$ cat src/rtl/c2_serial_unit.sv
// ----------------------------------------------------------------------------
// c2_serial_unit
//
// Bit-serial two's-complement unit. A WIDTH-bit operand is captured on start
// and processed one bit per clock, LSB first, with the copy-up-to-first-one-
// then-invert rule: bits are copied until (and including) the first 1, and
// every later bit is inverted when the operation needs a negation.
//
// Modes:
//   00  pass                         dout = din
//   01  negate                       dout = -din
//   10  absolute value               dout = |din|
//   11  sign-magnitude -> two's comp dout = sign ? -mag : mag
//
// Ports:
//   clk    in   1      rising-edge clock
//   rst    in   1      asynchronous active-high reset
//   start  in   1      request, sampled only while idle; captures din and mode
//   mode   in   2      operation select (see above)
//   din    in   WIDTH  operand
//   busy   out  1      conversion in progress
//   done   out  1      one-cycle pulse when dout/ovf are updated
//   dout   out  WIDTH  result, held until the next completion
//   ovf    out  1      result not representable, held with dout
//
// Latency is WIDTH cycles from the accepting edge to the done pulse,
// regardless of mode or data. A start seen during the done cycle is accepted.
// ----------------------------------------------------------------------------
module c2_serial_unit #(
  parameter int WIDTH = 8
) (
  input  logic             clk,
  input  logic             rst,
  input  logic             start,
  input  logic [1:0]       mode,
  input  logic [WIDTH-1:0] din,
  output logic             busy,
  output logic             done,
  output logic [WIDTH-1:0] dout,
  output logic             ovf
);

  localparam int CW = $clog2(WIDTH);

  localparam logic [1:0] MODE_PASS = 2'b00;
  localparam logic [1:0] MODE_NEG  = 2'b01;
  localparam logic [1:0] MODE_ABS  = 2'b10;
  localparam logic [1:0] MODE_SM   = 2'b11;

  localparam logic IDLE  = 1'b0;
  localparam logic SHIFT = 1'b1;

  // Most negative two's-complement value: the one operand whose negation
  // does not fit in WIDTH bits.
  localparam logic [WIDTH-1:0] MIN_VAL  = {1'b1, {(WIDTH-1){1'b0}}};
  localparam logic [CW-1:0]    LAST_CNT = CW'(WIDTH - 1);

  logic             state;
  logic [WIDTH-1:0] sr;        // operand being consumed, LSB first
  logic [WIDTH-1:0] res;       // result being assembled from the MSB side
  logic [CW-1:0]    cnt;       // index of the bit processed this cycle
  logic             neg;       // invert bits after the first 1
  logic             seen;      // a 1 has already been copied
  logic             ovf_pend;  // overflow decided at load, published at done

  logic             load_neg;
  logic             load_ovf;
  logic [WIDTH-1:0] load_sr;
  logic             out_bit;
  logic [WIDTH-1:0] res_next;
  logic             last_bit;

  // Load-time decisions: invert flag, overflow and the operand actually fed
  // to the serial datapath (sign bit stripped for sign-magnitude input).
  // NOTE: every signal driven here gets a default first, so no path through
  // the case leaves one unassigned and no latch can be inferred.
  always_comb begin
    load_neg = 1'b0;
    load_ovf = 1'b0;
    load_sr  = din;
    case (mode)
      MODE_PASS: load_neg = 1'b0;
      MODE_NEG: begin
        load_neg = 1'b1;
        load_ovf = (din == MIN_VAL);
      end
      MODE_ABS: begin
        load_neg = din[WIDTH-1];
        load_ovf = (din == MIN_VAL);
      end
      MODE_SM: begin
        load_neg = din[WIDTH-1];
        load_sr  = {1'b0, din[WIDTH-2:0]};
      end
      default: load_neg = 1'b0;
    endcase
  end

  // Serial datapath: the current bit is inverted only once a 1 has already
  // gone by, which is exactly what two's-complement negation does.
  always_comb begin
    out_bit  = (neg && seen) ? ~sr[0] : sr[0];
    res_next = {out_bit, res[WIDTH-1:1]};
    last_bit = (cnt == LAST_CNT);
  end

  assign busy = (state == SHIFT);

  // NOTE: all state, including the datapath registers, is cleared by reset so
  // that a conversion aborted mid-flight leaves nothing behind.
  always_ff @(posedge clk or posedge rst) begin
    if (rst) begin
      state    <= IDLE;
      sr       <= '0;
      res      <= '0;
      cnt      <= '0;
      neg      <= 1'b0;
      seen     <= 1'b0;
      ovf_pend <= 1'b0;
      dout     <= '0;
      ovf      <= 1'b0;
      done     <= 1'b0;
    end else begin
      // NOTE: non-blocking assignments throughout, so every register here
      // sees the pre-edge value of every other one regardless of order.
      done <= 1'b0;
      case (state)
        IDLE: begin
          if (start) begin
            sr       <= load_sr;
            res      <= '0;
            cnt      <= '0;
            seen     <= 1'b0;
            neg      <= load_neg;
            ovf_pend <= load_ovf;
            state    <= SHIFT;
          end
        end
        SHIFT: begin
          sr   <= sr >> 1;
          res  <= res_next;
          seen <= seen | sr[0];
          cnt  <= cnt + 1'b1;
          if (last_bit) begin
            // The final bit goes straight from res_next into dout, so the
            // result is published on the same edge that processes it.
            dout  <= res_next;
            ovf   <= ovf_pend;
            done  <= 1'b1;
            state <= IDLE;
          end
        end
        default: state <= IDLE;
      endcase
    end
  end

endmodule

$ cat config.mk
export PLATFORM = sky130hd
export DESIGN_NAME = c2_serial_unit
export DESIGN_NICKNAME = d
export VERILOG_FILES = /design/src/rtl/c2_serial_unit.sv
export SDC_FILE = /design/constraint.sdc
export NUM_CORES = 1
export LEC_CHECK = 0
export BUFFER_PORTS_ARGS = -buffer_cell sky130_fd_sc_hd__clkbuf_2
export CORE_AREA = 2 2 54 56
export CTS_CLUSTER_DIAMETER = 50
export CTS_CLUSTER_SIZE = 10
export DETAILED_ROUTE_END_ITERATION = 10
export DIE_AREA = 0 0 56 58
export HOLD_SLACK_MARGIN = 0.1
export PLACE_DENSITY = 0.79
export SLEW_MARGIN = 25
export SYNTH_ARGS = -nofsm -noshare
export SYNTH_HDL_FRONTEND = slang
export SYNTH_SLANG_ARGS = --single-unit
$ cat constraint.sdc
create_clock -name clk -period 1.73 [get_ports clk]
set_input_delay 0.2595 -clock clk [delete_from_list [all_inputs] [get_ports clk]]
set_output_delay 0.2595 -clock clk [all_outputs]
set_load 0.01 [all_outputs]
# Word level (Yosys, flattened, before mapping)
# Cells that the tools add are included.
[totals]
ff_bits = 33
latch_bits = 0
ram_bits = 0
romBits = 0
out_inout_bits = 11
elab_cells = 43
mem_count = 0
[classes]
addsub = 1
multipliers = 0
div = 0
order_cmp = 0
n_eq_ne = 6
shift = 0
n_mux = 17
bitwise_logic = 3
reduce_logical = 6
[op_table]
columns = ["op", "n"]
rows = [
  ["8-bit one-hot mux with 2 select lines", 2],
  ["8-bit two-way mux", 3],
  ["8-bit equality test (second input constant)", 1],
  ["1-bit two-way mux", 7],
  ["3-bit one-hot mux with 2 select lines", 1],
  ["2-bit equality test (second input constant)", 2],
  ["1-bit one-hot mux with 2 select lines", 2],
  ["2-bit AND reduction", 2],
  ["2-bit OR reduction", 2],
  ["3-bit by 1-bit adder with 3-bit output (second input constant)", 1],
  ["3-bit equality test (second input constant)", 1],
  ["3-bit two-way mux", 1],
  ["1-bit one-hot mux with 3 select lines", 1],
  ["2-bit by 1-bit equality test with 1-bit output (second input constant)", 1],
  ["2-bit logical NOT", 1],
  ["2-bit inequality test (second input constant)", 1],
  ["1-bit inverter", 2],
  ["1-bit logical AND", 1],
  ["1-bit bitwise OR", 1],
]

# Depth between registers and ports, before layout
# Gate-level depths: netlist (run 1).
[logic_depth]
word_depth = 4
depth_mapped = 6
ltp_nobuf = 5

# Least setup slack after synthesis (run 1)
# No wires, ideal clock.
[synth_path]
kind = "register to register"
from = "register cnt[0]"
to = "register dout[0]"
setup_ns = 0.125
arrival_time_ns = 1.268
t_required_ns = 1.605
setup_slack_ns = 0.337
stages_incl_launch_ff = 6
path_buffers = 1
cell_sequence = "dfrtp_1 ha_1 ha_1 nand2_1 buf_6 mux2_4"
[synth_via]
elab_chain_len = 2
[synth_lines]
columns = ["element", "line_no", "source"]
rows = [
  ["start, declared", "61", "logic [CW-1:0] cnt;"],
  ["start signal, assigned", "143", "cnt <= cnt + 1'b1;"],
  ["3-bit equality test", "104", "last_bit = (cnt == LAST_CNT);"],
  ["2-bit AND reduction (no line)", "-", ""],
  ["end signal, assigned", "147", "dout <= res_next;"],
  ["end, declared", "39", "output logic [WIDTH-1:0] dout,"],
]
# No other way between the ends.
# A chain may end at the register's enable or synchronous reset.

# Final worst setup path (run 1)
[layout_path]
from = "register cnt[0]"
to = "register dout[4]"
# The elaborated chain is that of the path after synthesis.

==> flow_metrics.py, run 1 <==
metrics = {
    "worst_setup_path": {
        "arrival_ps": 1720,
        "crit_start": "cnt[0]$_DFFE_PP0P_",
        "cp-start-kind": "flop",
        "timing.rr.start": "cnt[0]$_DFFE_PP0P_",
        "required_ps": 1940,
        "path_class": "reg -> reg",
        "crit_fanout": 11,
        "cp-end-kind": "flop",
    },
    "grt": {
        "grt_overflow": 0,
        "grtUsageTotal_pct": 15.9,
        "grt_antenna_before_repair": 0,
        "grt_pass1_wl_mm": 3.94,
        "grt_pass1_vias": 928,
        "grt_start_max_net_pins": 33,
    },
    "synthesis": {
        "netlist_instances": 117,
        "synthTopCellsByArea": "dfrtp_1 (57%), mux2_4 (7.5%), mux2i_1 (7.2%)",
        "yosysWarningCount": 0,
        "synth_nets": 133,
        "ys_async_sr_fraction_pct": 100,
        "yosysSeqAreaShare_pct": 57.5,
        "yosysTopAreaCell": "dfrtp_1",
        "synth_top_area_share_pct": 57.5,
        "synth_ff_type": "dfrtp_1",
        "ys_ff_latch": 32,
        "yosysUniqueCellTypes": 20,
        "avgSynthCellArea_um2": 11.9,
        "syn_area_um2": 1390,
        "synth-edff-count": 0,
    },
    "route": {
        "firstDrtPassIters": 3,
        "drtIter0Drc": 14,
        "wire_per_inst_um": 13.2,
        "drc": 0,
        "vias_per_cell": 5.28,
        "drtAntennaViolNets": 0,
        "vias": 935,
        "wirelength_mm": 2.34,
    },
    "place": {
        "globalplace.congestion": 0.711,
        "dp.cells": 168,
        "placed_cell_area_um2": 1540,
        "hpwl_mm": 1.67,
        "post-place-ws_ps": 228,
        "numPortBuffers": 23,
    },
    "die": {
        "core_area_um2": 2660,
        "start_util_pct": 52.3,
        "pin_count": 24,
        "die_h_um": 58,
        "row_count": 19,
        "fp.dieW_um": 56,
        "dieArea_um2": 3250,
    },
    "sta": {
        "slew_headroom_pct": 72.2,
        "fin_tns_setup_ps": 0,
        "worst_slack_ps": 220,
        "clock.fmax_mhz": 662,
        "finalSetupViolCount": 0,
        "post-route-period-util_pct": 87.3,
        "clock_skew_ps": 3.95,
        "hold_ws_ps": 211,
        "rsz0062_at_grt": "false",
        "finalHoldViolations": 0,
        "slew_viol_final": 0,
        "final.min_clock_period_ps": 1510,
        "worst_pin_slew_ps": 416,
    },
    "worst_hold_path": {
        "min_from": "din[7]",
        "hold_class": "in -> reg",
    },
    "layout": {
        "fin_cells": 177,
        "area_growth_pct": 15.3,
        "layout.nets": 161,
        "final_cell_area_um2": 1610,
        "n_antenna_cell": 0,
        "drive_above_1_share_pct": 27.4,
    },
    "power": {
        "p_leak_nw": 0.834,
        "p_per_area_nw_per_um2": 1560,
        "comb_power_share_pct": 33.3,
        "swShare_pct": 32.6,
        "pwr-share-clk_pct": 17.0,
        "switchingPower_mw": 0.815,
        "vdd_drop_max_v": 0.00105,
        "internal_power_mw": 1.69,
        "p_seq_share_pct": 49.6,
    },
    "outcome": {
        "status": "finished, final reports clean",
    },
    "clock_tree": {
        "max-clock-path-buffers": 2,
        "clock-sinks": 32,
        "cts_resized": 0,
        "htreeDepth": 2,
        "insertion_delay_ps": 320,
        "numCtsBuffers": 5,
        "cts_tree": "built",
        "root_buffer": "clkbuf_4",
        "clk_pin_slew_worst_paths_ps": 90,
    },
    "flow_run": {
        "maxCapViolations": 0,
    },
}
## placed cells by master (no fill, tap or decap)
| cell | count |
|---|---|
| a21oi_1 | 1 |
| a22o_1 | 3 |
| buf_12 | 1 |
| buf_4 | 2 |
| clkbuf_1 | 2 |
| clkbuf_2 | 23 |
| clkbuf_4 | 5 |
| clkbuf_8 | 1 |
| dfrtp_1 | 32 |
| dlygate4sd3_1 | 1 |
| ha_1 | 3 |
| inv_1 | 2 |
| mux2_2 | 1 |
| mux2_4 | 7 |
| mux2i_1 | 10 |
| nand2_1 | 18 |
| nand2b_1 | 10 |
| nand3b_1 | 1 |
| nand4_1 | 1 |
| nor2_1 | 4 |
| nor4b_1 | 1 |
| o21ai_0 | 15 |
| o21ai_1 | 1 |
| xor2_1 | 1 |
## area by class of cell
| cell class | instances | area [µm²] |
|---|---|---|
| inverter | 2 | 7.51 |
| tap | 31 | 38.8 |
| fill | 216 | 1050 |
| timing repair buffer | 27 | 160 |
| sequential | 32 | 801 |
| multi-input combinational | 77 | 542 |
| clock buffer | 8 | 58.8 |
## metal layers
layer	vias to the layer above	part of all wire, %	GRT usage (%)
met4	0	2.0	7.14
met2	23	48	26.2
met1	453	45	18.8
met3	6	5.0	6.03
met5	-	0	0
li1	453	-	-
## through the flow
stage               power (mW)  util (%)
global route              2.68      60.4
detailed placement        2.10      57.8
global placement          2.05      57.8
CTS                       2.53      60.4
finish                    2.50      60.4
floorplan                 1.83         -
## state kept, by name, indices dropped and copies added (netlist names)
name	flops
dout	8
sr	8
res	7
cnt	3
ovf	1
done	1
ovf_pend	1
seen	1
busy	1
neg	1
## cell families after synthesis
group / after synthesis / share of synthesized area [%]
mux: 18 / 15.5
buf+inv: 8 / 3.68
compound gates: 20 / 7.99
flops: 32 / 57.5
xor+xnor: 1 / 0.628
simple gates: 35 / 12.0
fa+ha+maj: 3 / 2.69
## power by group through the flow
stage          logic, mW  clock network (mW)  registers, mW
5_1_grt            0.928               0.478           1.28
4_1_cts            0.849               0.442           1.24
2_1_floorplan      0.595                   0           1.24
3_3_place_gp       0.811                   0           1.24
3_5_place_dp       0.848                   0           1.26
6_report           0.834               0.425           1.24
## path summary, 6_finish.rpt
path / depth (start not counted) / slack [ps] / to
worst max-delay path: 5 / 220 / dout[4]$_DFFE_PP0P_
worst min-delay path: 3 / 210 / sr[7]$_DFFE_PP0P_
worst max register to register: 5 / 220 / dout[4]$_DFFE_PP0P_
worst min register to register: 2 / 500 / sr[0]$_DFFE_PP0P_
max in group asynchronous: 4 / 910 / dout[4]$_DFFE_PP0P_
min in group asynchronous: 4 / 540 / dout[6]$_DFFE_PP0P_
## synth_stat cells (2+ instances only)
library cell,instances
a22o_1,3
nor2_1,4
ha_1,3
nand2b_1,10
o21ai_0,15
mux2i_1,10
buf_2,2
inv_1,2
dfrtp_1,32
nand2_1,18
buf_4,3
mux2_4,7
## critical path, cell delays in order (launching register included)
cell	delay, ps
dfrtp_1	410
ha_1	210
ha_1	170
nand2_1	60
buf_4	210
mux2_2	350
## timing repair
item                                   4_1_cts  5_1_grt
hold buffers                                 1        0
setup endpoints to repair                    0        0
setup buffers                                0        0
endpoints found under the hold margin       32        0
Power figures use the tool's default switching activity.
==> inputs of run 2 (changes only) <==
BUFFER_PORTS_ARGS = -buffer_cell sky130_fd_sc_hd__buf_2   (was -buffer_cell sky130_fd_sc_hd__clkbuf_2)
==> flow_metrics.py, run 2 (synthesis gave the netlist of run 1 again) <==
metrics = {
    "sta": {
        "rsz0062_at_grt": "false",
        "slew_headroom_pct": 74.0,
        "slew_viol_final": 0,
        "worst_slack_ps": 222,
        "finalHoldViolations": 0,
        "worst_pin_slew_ps": 390,
        "finalSetupViolCount": 0,
        "clock.fmax_mhz": 663,
        "fin_tns_setup_ps": 0,
        "post-route-period-util_pct": 87.2,
        "final.min_clock_period_ps": 1510,
        "clock_skew_ps": 7.91,
    },
    "grt": {
        "grt_pass1_vias": 929,
        "grt_use_met2_pct": 27.4,
        "grt_pass1_wl_mm": 4.05,
        "grtUsageTotal_pct": 16.6,
        "use_met1_pct": 19.4,
        "grt.busiest_layer": "met2",
        "grtUsageMet3_pct": 7.37,
        "grt_start_max_net_pins": 33,
        "grt_overflow": 0,
        "grt_antenna_before_repair": 0,
    },
    "worst_setup_path": {
        "required_ps": 1960,
        "cp-start-kind": "flop",
        "crit_fanout": 11,
        "crit_end": "dout[4]$_DFFE_PP0P_",
        "timing.rr.start": "cnt[0]$_DFFE_PP0P_",
        "crit_start": "cnt[0]$_DFFE_PP0P_",
        "reg2reg_depth": 5,
        "arrival_ps": 1730,
        "cp-end-kind": "flop",
        "worstReg2RegEnd": "dout[4]$_DFFE_PP0P_",
        "rrSetupSlack_ps": 220,
        "path_class": "reg -> reg",
    },
    "place": {
        "numPortBuffers": 23,
        "post-place-ws_ps": 218,
        "hpwl_mm": 1.64,
        "globalplace.congestion": 0.716,
        "placed_cell_area_um2": 1540,
    },
    "route": {
        "wirelength_mm": 2.33,
        "firstDrtPassIters": 4,
        "wire_per_inst_um": 13.2,
        "drtAntennaViolNets": 0,
        "drc": 0,
        "vias": 917,
        "vias_per_cell": 5.18,
        "drtIter0Drc": 25,
    },
    "clock_tree": {
        "htreeDepth": 2,
        "post_cts_buffers": 0,
        "cts_tree": "built",
        "insertion_delay_ps": 330,
        "cts_resized": 0,
        "max-clock-path-buffers": 2,
        "clock-sinks": 32,
        "root_buffer": "clkbuf_4",
        "clk_pin_slew_worst_paths_ps": 100,
        "postCtsHoldBufs": 1,
        "numCtsBuffers": 5,
    },
    "power": {
        "p_per_area_nw_per_um2": 1560,
        "power_mw": 2.51,
        "vdd_drop_max_v": 0.000955,
        "p_leak_nw": 0.841,
    },
    "die": {
        "dieArea_um2": 3250,
        "row_count": 19,
        "fp.dieW_um": 56,
        "start_util_pct": 52.3,
        "core_area_um2": 2660,
        "die_h_um": 58,
        "pin_count": 24,
    },
    "layout": {
        "area_growth_pct": 15.5,
        "final_cell_mix": "dfrtp_1 (32), buf_2 (23), nand2_1 (18)",
        "final_cell_area_um2": 1610,
        "mostFrequentLayoutCell": "dfrtp_1",
        "reg_top3": "dout: 8 flops, sr: 8 flops, res: 7 flops",
        "n_antenna_cell": 0,
        "finish.utilization_pct": 60.5,
        "layout.nets": 161,
        "drive_above_1_share_pct": 28.8,
    },
    "flow_run": {
        "maxCapViolations": 0,
    },
    "outcome": {
        "status": "finished, final reports clean",
    },
    "worst_hold_path": {
        "hold_class": "in -> reg",
    },
}
run 2: routing by layer:
layer	vias up	part of all wire, %
met2	25	49
met4	0	1.5
met3	6	4.7
met5	-	0
met1	434	45
li1	452	-
run 2: layout make-up:
type | instances | area [µm²]
multi-input combinational | 77 | 542
sequential | 32 | 801
inverter | 2 | 7.51
timing repair buffer | 27 | 160
fill | 225 | 1050
clock inverter | 2 | 10.0
clock buffer | 6 | 51.3
tap | 31 | 38.8
run 2: through the flow:
stage               hold slack (ps)  instances
finish                          218        177
global placement                350        168
global route                    196        177
CTS                             201        177
floorplan                       376        117
detailed placement              355        168
run 2: critical path, cell delays in order, from the launching register on:
cell	delay [ps]
dfrtp_1	410
ha_1	210
ha_1	170
nand2_1	70
buf_4	210
mux2_2	340
run 2: power breakdown:
group / switching (mW) / leakage [nW] / internal [mW]
Clock: 0.244 / 0.0380 / 0.193
Combinational: 0.385 / 0.391 / 0.451
Sequential: 0.199 / 0.411 / 1.04
run 2: how the worst min path moves through the flow:
| stage | start | to | depth (start not counted) |
|---|---|---|---|
| CTS | din[7] | sr[7]$_DFFE_PP0P_ | 3 |
| finish | din[7] | sr[7]$_DFFE_PP0P_ | 3 |
| global placement | rst | ovf$_DFFE_PP0P_ | 3 |
| global route | din[7] | sr[7]$_DFFE_PP0P_ | 3 |
| detailed placement | rst | dout[5]$_DFFE_PP0P_ | 3 |
| floorplan | rst | busy$_DFF_PP0_ | 1 |
